**src/rtl/switch_mcu_alu_rr.sv**
```systemverilog
// Register-reading ALU unit for OP / OP-IMM instructions: reads rs1/rs2, computes, writes back.
// Optional SWITCH_MCU_SERIAL_SHIFT_EN selects a 1-bit-per-cycle shifter instead of a barrel shifter.
module switch_mcu_alu_rr #(
  parameter int unsigned XLEN = 32,
  parameter int unsigned OP_W = 4
) (
  input  logic              in_clk,
  input  logic              in_rst,
  input  logic              in_start,
  input  logic [OP_W-1:0]   in_alu_op,
  input  logic              in_use_imm,
  input  logic [4:0]        in_rs1,
  input  logic [4:0]        in_rs2,
  input  logic [4:0]        in_rd,
  input  logic [11:0]       in_imm_type_i,
  output logic [4:0]        out_raddr_1,
  output logic              out_ren_1,
  input  logic [XLEN-1:0]   in_rdata_1,
  output logic [4:0]        out_raddr_2,
  output logic              out_ren_2,
  input  logic [XLEN-1:0]   in_rdata_2,
  output logic [4:0]        out_waddr,
  output logic              out_wen,
  output logic [XLEN-1:0]   out_wdata,
  output logic              out_busy,
  output logic              out_done
);

  localparam logic [OP_W-1:0] ALU_ADD  = OP_W'(0);
  localparam logic [OP_W-1:0] ALU_SUB  = OP_W'(1);
  localparam logic [OP_W-1:0] ALU_SLL  = OP_W'(2);
  localparam logic [OP_W-1:0] ALU_SLT  = OP_W'(3);
  localparam logic [OP_W-1:0] ALU_SLTU = OP_W'(4);
  localparam logic [OP_W-1:0] ALU_XOR  = OP_W'(5);
  localparam logic [OP_W-1:0] ALU_SRL  = OP_W'(6);
  localparam logic [OP_W-1:0] ALU_SRA  = OP_W'(7);
  localparam logic [OP_W-1:0] ALU_OR   = OP_W'(8);
  localparam logic [OP_W-1:0] ALU_AND  = OP_W'(9);

  typedef enum logic [2:0] {S_IDLE, S_RD, S_CAP, S_EX, S_WB} state_t;

  state_t            state;
  logic [OP_W-1:0]   alu_op_q;
  logic              use_imm_q;
  logic [4:0]        rd_q;
  logic [11:0]       imm_q;
  logic [XLEN-1:0]   op_a;
  logic [XLEN-1:0]   op_b;
  logic [XLEN-1:0]   b_next_c;
  logic [XLEN-1:0]   alu_c;
  logic [XLEN-1:0]   sll_c;
  logic [XLEN-1:0]   srl_c;
  logic [XLEN-1:0]   sra_c;

  assign b_next_c = use_imm_q ? {{(XLEN-12){imm_q[11]}}, imm_q} : in_rdata_2;

`ifdef SWITCH_MCU_SERIAL_SHIFT_EN
  logic [4:0]        cnt;
  logic              is_shift_c;
  logic [XLEN-1:0]   step_c;

  // One-bit step per op; a zero shift amount passes op_a through on the final cycle.
  assign sll_c = (cnt == 5'd0) ? op_a : {op_a[XLEN-2:0], 1'b0};
  assign srl_c = (cnt == 5'd0) ? op_a : {1'b0, op_a[XLEN-1:1]};
  assign sra_c = (cnt == 5'd0) ? op_a : {op_a[XLEN-1], op_a[XLEN-1:1]};
  assign is_shift_c = (alu_op_q == ALU_SLL) || (alu_op_q == ALU_SRL) || (alu_op_q == ALU_SRA);

  always_comb begin
    step_c = {op_a[XLEN-2:0], 1'b0};
    if (alu_op_q == ALU_SRL) step_c = {1'b0, op_a[XLEN-1:1]};
    if (alu_op_q == ALU_SRA) step_c = {op_a[XLEN-1], op_a[XLEN-1:1]};
  end
`else
  logic [4:0]        shamt_c;

  assign shamt_c = op_b[4:0];
  assign sll_c   = op_a << shamt_c;
  assign srl_c   = op_a >> shamt_c;
  assign sra_c   = XLEN'($signed(op_a) >>> shamt_c);
`endif

  // Result selection; unused opcodes produce zero.
  always_comb begin
    alu_c = '0;
    case (alu_op_q)
      ALU_ADD:  alu_c = op_a + op_b;
      ALU_SUB:  alu_c = op_a - op_b;
      ALU_SLL:  alu_c = sll_c;
      ALU_SLT:  alu_c = XLEN'($signed(op_a) < $signed(op_b));
      ALU_SLTU: alu_c = XLEN'(op_a < op_b);
      ALU_XOR:  alu_c = op_a ^ op_b;
      ALU_SRL:  alu_c = srl_c;
      ALU_SRA:  alu_c = sra_c;
      ALU_OR:   alu_c = op_a | op_b;
      ALU_AND:  alu_c = op_a & op_b;
      default:  alu_c = '0;
    endcase
  end

  always_ff @(posedge in_clk or negedge in_rst) begin
    if (!in_rst) begin
      state       <= S_IDLE;
      alu_op_q    <= '0;
      use_imm_q   <= 1'b0;
      rd_q        <= '0;
      imm_q       <= '0;
      op_a        <= '0;
      op_b        <= '0;
`ifdef SWITCH_MCU_SERIAL_SHIFT_EN
      cnt         <= '0;
`endif
      out_raddr_1 <= '0;
      out_ren_1   <= 1'b0;
      out_raddr_2 <= '0;
      out_ren_2   <= 1'b0;
      out_waddr   <= '0;
      out_wen     <= 1'b0;
      out_wdata   <= '0;
      out_busy    <= 1'b0;
      out_done    <= 1'b0;
    end else begin
      // Read strobes and writeback are single-cycle pulses.
      out_raddr_1 <= '0;
      out_ren_1   <= 1'b0;
      out_raddr_2 <= '0;
      out_ren_2   <= 1'b0;
      out_waddr   <= '0;
      out_wen     <= 1'b0;
      out_wdata   <= '0;
      out_done    <= 1'b0;
      case (state)
        S_IDLE: begin
          if (in_start) begin
            alu_op_q    <= in_alu_op;
            use_imm_q   <= in_use_imm;
            rd_q        <= in_rd;
            imm_q       <= in_imm_type_i;
            out_ren_1   <= 1'b1;
            out_raddr_1 <= in_rs1;
            out_ren_2   <= !in_use_imm;
            out_raddr_2 <= in_use_imm ? 5'd0 : in_rs2;
            out_busy    <= 1'b1;
            state       <= S_RD;
          end
        end
        S_RD: state <= S_CAP;
        S_CAP: begin
          op_a  <= in_rdata_1;
          op_b  <= b_next_c;
`ifdef SWITCH_MCU_SERIAL_SHIFT_EN
          cnt   <= b_next_c[4:0];
`endif
          state <= S_EX;
        end
        S_EX: begin
`ifdef SWITCH_MCU_SERIAL_SHIFT_EN
          if (is_shift_c && (cnt > 5'd1)) begin
            op_a <= step_c;
            cnt  <= cnt - 5'd1;
          end else begin
            out_done  <= 1'b1;
            out_wen   <= (rd_q != 5'd0);
            out_waddr <= rd_q;
            out_wdata <= (rd_q != 5'd0) ? alu_c : '0;
            state     <= S_WB;
          end
`else
          out_done  <= 1'b1;
          out_wen   <= (rd_q != 5'd0);
          out_waddr <= rd_q;
          out_wdata <= (rd_q != 5'd0) ? alu_c : '0;
          state     <= S_WB;
`endif
        end
        S_WB: begin
          out_busy <= 1'b0;
          state    <= S_IDLE;
        end
        default: begin
          out_busy <= 1'b0;
          state    <= S_IDLE;
        end
      endcase
    end
  end

endmodule

```
**config.mk**
```make
export PLATFORM = sky130hd
export DESIGN_NAME = switch_mcu_alu_rr
export DESIGN_NICKNAME = d
export VERILOG_FILES = /design/src/rtl/switch_mcu_alu_rr.sv
export SDC_FILE = /design/constraint.sdc
export NUM_CORES = 1
export LEC_CHECK = 0
export CORE_MARGIN = 4
export CORE_UTILIZATION = 32
export DETAILED_ROUTE_END_ITERATION = 16
export GPL_TIMING_DRIVEN = 0
export REMOVE_ABC_BUFFERS = 1
export SETUP_SLACK_MARGIN = 0.1
export SLEW_MARGIN = 10
export SYNTH_ARGS = -nofsm -noshare
export SYNTH_HDL_FRONTEND = slang
export SYNTH_SLANG_ARGS = --single-unit
```
**constraint.sdc**
```tcl
create_clock -name in_clk -period 4.5 [get_ports in_clk]
set_input_delay 0.9 -clock in_clk [delete_from_list [all_inputs] [get_ports in_clk]]
set_output_delay 0.9 -clock in_clk [all_outputs]
set_load 0.01 [all_outputs]
```
* Word-level counts from Yosys, hierarchy flattened
Cells that the tools add are included.
** Word-level totals
- Input bits :: 99
- Flip-flop bits (word level) :: 141
** Cells by class
- Reduce and logical (&&, ||, !) cells :: 7
- Multiplexer cells :: 20
- Magnitude comparators :: 2
- $add $sub $neg :: 2
- Shift operators :: 3
- Bitwise logic cells :: 4
- Equality and inequality tests :: 13
** Operators by type and width (number)
- 32-bit case mux with 10 select lines :: 1
- 32-bit 2-to-1 mux :: 3
- 32-bit less-than comparator :: 2
- 32-bit adder :: 1
- 32-bit bitwise AND :: 1
- 32-bit OR :: 1
- 32-bit by 5-bit left shift with 32-bit output :: 1
- 32-bit by 5-bit >> shifter with 32-bit output :: 1
- 32-bit by 5-bit >>> shifter with 32-bit output :: 1
- 32-bit subtractor :: 1
- 32-bit XOR :: 1
- 5-bit 2-to-1 mux :: 6
- 4-bit by 3-bit equality test with 1-bit output (second input constant) :: 4
- 3-bit case mux with 4 select lines :: 1
- 4-bit by 2-bit equality test with 1-bit output (second input constant) :: 2
- 4-bit equality test (second input constant) :: 2
- 1-bit 2-to-1 mux :: 7
- 3-bit by 2-bit equality test with 1-bit output (second input constant) :: 2
- 5-bit nonzero test :: 1
- 4-bit by 1-bit equality test with 1-bit output (second input constant) :: 1
- 4-bit zero test :: 1
- 2-bit AND reduction :: 2
- 3-bit by 1-bit equality test with 1-bit output (second input constant) :: 1
- 3-bit zero test :: 1
- 6 further kinds :: 6

* Depth between registers and ports, before layout
- Depth in word-level cells :: 4
- Mapped depth :: 15

* Worst setup path after synthesis
OpenSTA, ideal clock, no wires.
- Path kind :: reg-to-reg
- From :: reg op_b[2]
- To :: reg out_wdata[30]
- Cell stages (with the launch flop) :: 16
- Period minus slack after synthesis :: 3582 ps
- Buffers on the path :: 3
- Data required time :: 4367 ps
- Arrival time :: 3449 ps
- Slack :: 918 ps
- Cells stage by stage :: dfrtp_1 buf_2 clkinv_1 buf_2 buf_1 ha_1 nand2b_4 a221oi_4 o221ai_2 o31a_1 o21ba_2 o21ba_1 o31ai_2 a31oi_1 mux2i_1 o21ai_1
** On the way
- Cells in the longest elaborated chain, start to end :: 4
** RTL lines
- from (decl) :: RTL line 48 : logic [XLEN-1:0] op_b;
- from (signal assigned) :: RTL line 149 : op_b <= b_next_c;
- 32-bit subtractor, or another cell as far along :: RTL line 87 : ALU_SUB: alu_c = op_a - op_b;
- 32-bit case mux with 10 select lines * :: RTL line 85 : case (alu_op_q)
- 32-bit 2-to-1 mux * :: RTL line 171 : out_wdata <= (rd_q != 5'd0) ? alu_c : '0;
- 32-bit 2-to-1 mux * :: RTL line 131 : case (state)
- to (signal assigned) :: RTL line 171
- to (decl) :: RTL line 24 : output logic [XLEN-1:0] out_wdata,
Every way passes the cells marked *; elsewhere a longest branch is shown, timed or not.
A chain may end at the register's enable or synchronous reset.

* Worst setup path in the final report
- From :: reg op_b[3]
- To :: reg out_wdata[29]
The elaborated chain is that of the path after synthesis.

==> run_results.csv <==
group,metric,value,unit
timing,timing.fmax,0.236,GHz
drt,via_per_inst,5.72,
final_layout,layout-drive-gt1-share,9.86,%
die,dieArea,44600,um^2
die,core,40800,um^2
die,dieWidth,211,um
critical_path,cp.arrival,4.62,ns
critical_path,critPathLaunch,"op_b[3]$_DFFE_PN0P_",
critical_path,reg2reg_depth,12,
synth,synth_edf_count,0,
critical_path,cp_num_cells,12,
critical_path,crit_family,"compound AO/OA/AOI/OAI gates",
global_route,gr-total-overflow,0,
timing,final_max_slew_viol_count,0,
synth,async_flop_share,100,%
final_layout,design_area,15900,um^2
timing,setup_viol_count_final,0,
clock_network,numClockSinks,141,
timing,finalHoldViolations,0,
place,place_congestion,0.932,
power_and_ir_drop,ir_drop,0.338,mV
final_layout,diodes,0,
clock_network,cts_buffers,17,
clock_network,hold_buffers,0,
critical_path,crit_top_cell,"o21ai_0",
critical_path,start_kind,"register",
clock_network,cts-htree-levels,4,
critical_path,crit_chain,"clkinv_8 > ha_1 > o21ai_0 > nor2_1 > o211ai_1 > a21oi_2 > a21oi_1 > o21ai_1 > a31oi_1 > o21ai_0 > a2111o_1 > nand3_1",
drt,drtAntennaViolNets,0,
timing,fin_setup_tns,0,ns
synth,ys_types,84,
synth,yosys_warnings,0,
power_and_ir_drop,p_leak,6.64,nW
synth,synth_top_area_share,26.7,%
die,dieHeight,211,um
power_and_ir_drop,fin_total_pwr,14.5,mW
critical_path,reg2reg_to,"out_wdata[29]$_DFF_PN0_",
timing,skew,0.00964,ns
die,io-pin-count,151,
final_layout,nNetsFinal,1902,
place,portBuffers,150,
drt,vias,12800,
critical_path,r2r_setup_slack,0.26,ns
power_and_ir_drop,power_density,913,nW/um^2
final_layout,area_growth,20.3,%
critical_path,path_buf_inv,1,
place,post_dp_cell_area,15300,um^2
die,start_util,32.3,%
clock_network,clk_latency,0.47,ns
global_route,antenna_found_initial,1,
critical_path,slowest_delay,0.68,ns
clock_network,cts_tree,"built",
critical_path,r2r-start,"op_b[3]$_DFFE_PN0P_",
synth,syn_area_per_cell,8.12,um^2
timing,worst_pin_slew,1.29,ns
clock_network,cts.clk_slew.worst_paths,0.06,ns
global_route,track_usage,22.8,%
run,maxCapViolCount,0,
synth,syn_inst,1625,
critical_path,crit_path_top_delay_cell,"dfrtp_4",
drt,drt-initial-drc-count,1303,
critical_path,required,4.89,ns
global_route,grt_pass1_vias,12500,
synth,ys_seq_elements,141,
synth,yosysSeqAreaShare,26.7,%
worst_hold_path,hold_path.class,"in2async",
timing,finalCritPeriodShare,94.1,%
clock_network,cts-root-buf,"clkbuf_16",
clock_network,clk_path_buf_depth,2,
timing,relSlewSlack,12.8,%
synth,yosys-top-cells-area,"dfrtp_1, ha_1, a21oi_1",
global_route,grt_pass1_wl,77900,um
critical_path,worstSetupPathType,"reg2reg",
synth,syn_area,13200,um^2
outcome,status,"finished clean",
die,num_rows,74,
drt,drt_pass1_iterations,6,
drt,wl_per_cell,22.8,um
place,hpwl,39200,um
synth,synth_top_cell_by_area,"dfrtp_1",
drt,route.detailed.drc,0,
critical_path,cp-endpoint,"out_wdata[29]$_DFF_PN0_",
timing,rsz0062_at_grt,"no",
critical_path,crit_fanout,35,
critical_path,end_kind,"register",
global_route,grt_start_max_net_pins,85,
timing,period_minus_slack,4.24,ns
drt,wirelength,51300,um
synth,yosys_most_used_dff,"dfrtp_1",
layer usage:
| layer | GRT usage [%] | wire length (um) | vias to the layer above | part of all wire [%] |
|---|---|---|---|---|
| li1 | - | - | 5982 | - |
| met1 | 31.8 | 23100 | 6214 | 45 |
| met2 | 35.5 | 23100 | 557 | 45 |
| met3 | 4.26 | 3440 | 92 | 6.7 |
| met4 | 7.80 | 1680 | 2 | 3.3 |
| met5 | 0 | 7 | - | 0.014 |
synthesized netlist by cell type (all sizes together), types with 8 or more instances:
library cell,number
a211oi,17
nand4,8
buf,47
ha,100
a21o,15
clkbuf,72
a221oi,19
mux2i,69
a21oi,169
and2,20
o21bai,13
nor2,196
a211o,9
xnor2,16
o31ai,19
dfrtp,141
nand2,145
mux2,23
nor3,26
nand3,23
mux4,36
xor2,9
o21ai,163
inv,91
or3,13
a31oi,20
o211ai,24
nand2b,13
and3,8
a22oi,18
worst min path at each step:
stage                               startpoint                       to  slack, ns
final                                   in_rst  out_wdata[28]$_DFF_PN0_       0.34
after global routing                    in_rst  out_wdata[28]$_DFF_PN0_       0.38
after CTS                               in_rst  out_wdata[28]$_DFF_PN0_       0.35
after detailed placement  out_busy$_DFFE_PN0P_     out_busy$_DFFE_PN0P_       0.47
after global placement    out_busy$_DFFE_PN0P_     out_busy$_DFFE_PN0P_       0.47
after floorplan            rd_q[4]$_DFFE_PN0P_   out_waddr[4]$_DFF_PN0_       0.46
worst reg2reg max path, stage by stage, from the launching register on:
cell,delay (ns)
dfrtp_4,0.68
clkinv_8,0.29
ha_1,0.51
o21ai_0,0.13
nor2_1,0.09
o211ai_1,0.42
a21oi_2,0.20
a21oi_1,0.44
o21ai_1,0.20
a31oi_1,0.43
o21ai_0,0.22
a2111o_1,0.44
nand3_1,0.10
layout make-up:
cell class | count | area [um^2]
Fill cell | 4122 | 25000
Multi-Input combinational cell | 1270 | 8810
Sequential cell | 141 | 3550
Timing Repair Buffer | 176 | 1890
Tap cell | 532 | 666
Clock buffer | 18 | 439
Inverter | 95 | 382
Clock inverter | 14 | 144
through the flow:
stage,hold WS (ns),worst slack [ns],instances,util [%]
4_1_cts,0.349,0.157,2246,38.8
5_1_grt,0.378,0.130,2246,38.9
3_5_place_dp,0.471,-0.338,2214,37.4
6_report,0.339,0.265,2246,38.9
3_3_place_gp,0.472,-6.55,2188,36.3
2_1_floorplan,0.463,-2.90,1506,-
flip-flops by register name (all words and copies together), names as in the netlist, 3 cells and up:
name	cells
op_a	32
op_b	32
out_wdata	32
imm_q	12
out_raddr_1	5
out_raddr_2	5
out_waddr	5
rd_q	5
alu_op_q	4
state	3
placed cells by master (no fill, tap or decap), types with 5 or more instances in the layout:
cell and instances:
a211o_1 9, a211oi_1 15, a21o_1 14, a21oi_1 167, a221oi_1 17, a22oi_1 18
a31oi_1 20, and2_1 19, and3_1 7, buf_12 5, buf_16 6, buf_4 11
clkbuf_16 17, clkdlybuf4s50_1 149, dfrtp_1 135, ha_1 99, inv_1 86, inv_6 6
mux2_2 23, mux2i_1 69, mux4_2 36, nand2_1 145, nand2b_1 12, nand3_1 22
nand4_1 8, nor2_1 193, nor2b_1 7, nor3_1 26, o211ai_1 23, o21a_1 5
o21ai_0 158, o21bai_1 13, o22ai_1 7, o311ai_0 5, o31ai_1 15, or3_1 12
xnor2_1 16, xor2_1 9
cell families after synthesis:
kind of cell             Yosys count  share of synthesized area, %
XOR/XNOR                          25                          1.66
AND/OR/NAND/NOR                  479                          16.2
AO/OA/AOI/OAI                    536                          25.5
flip-flops                       141                          26.7
adder cells (fa/ha/maj)          102                          9.78
buffers and inverters            214                          6.81
multiplexers                     128                          13.3
report_power, final:
part / internal, mW / leakage, nW / switching, mW / total (mW)
logic: 3.99 / 4.59 / 6.35 / 10.3
clock network: 0.794 / 0.292 / 0.636 / 1.43
registers: 1.79 / 1.75 / 0.946 / 2.73
timing repair:
item | CTS | global route
setup endpoints to repair | 11 | 9
buffers inserted | 0 | 0
gates resized for setup | 3 | 7
No activity file was read; power rests on OpenSTA's default activity.
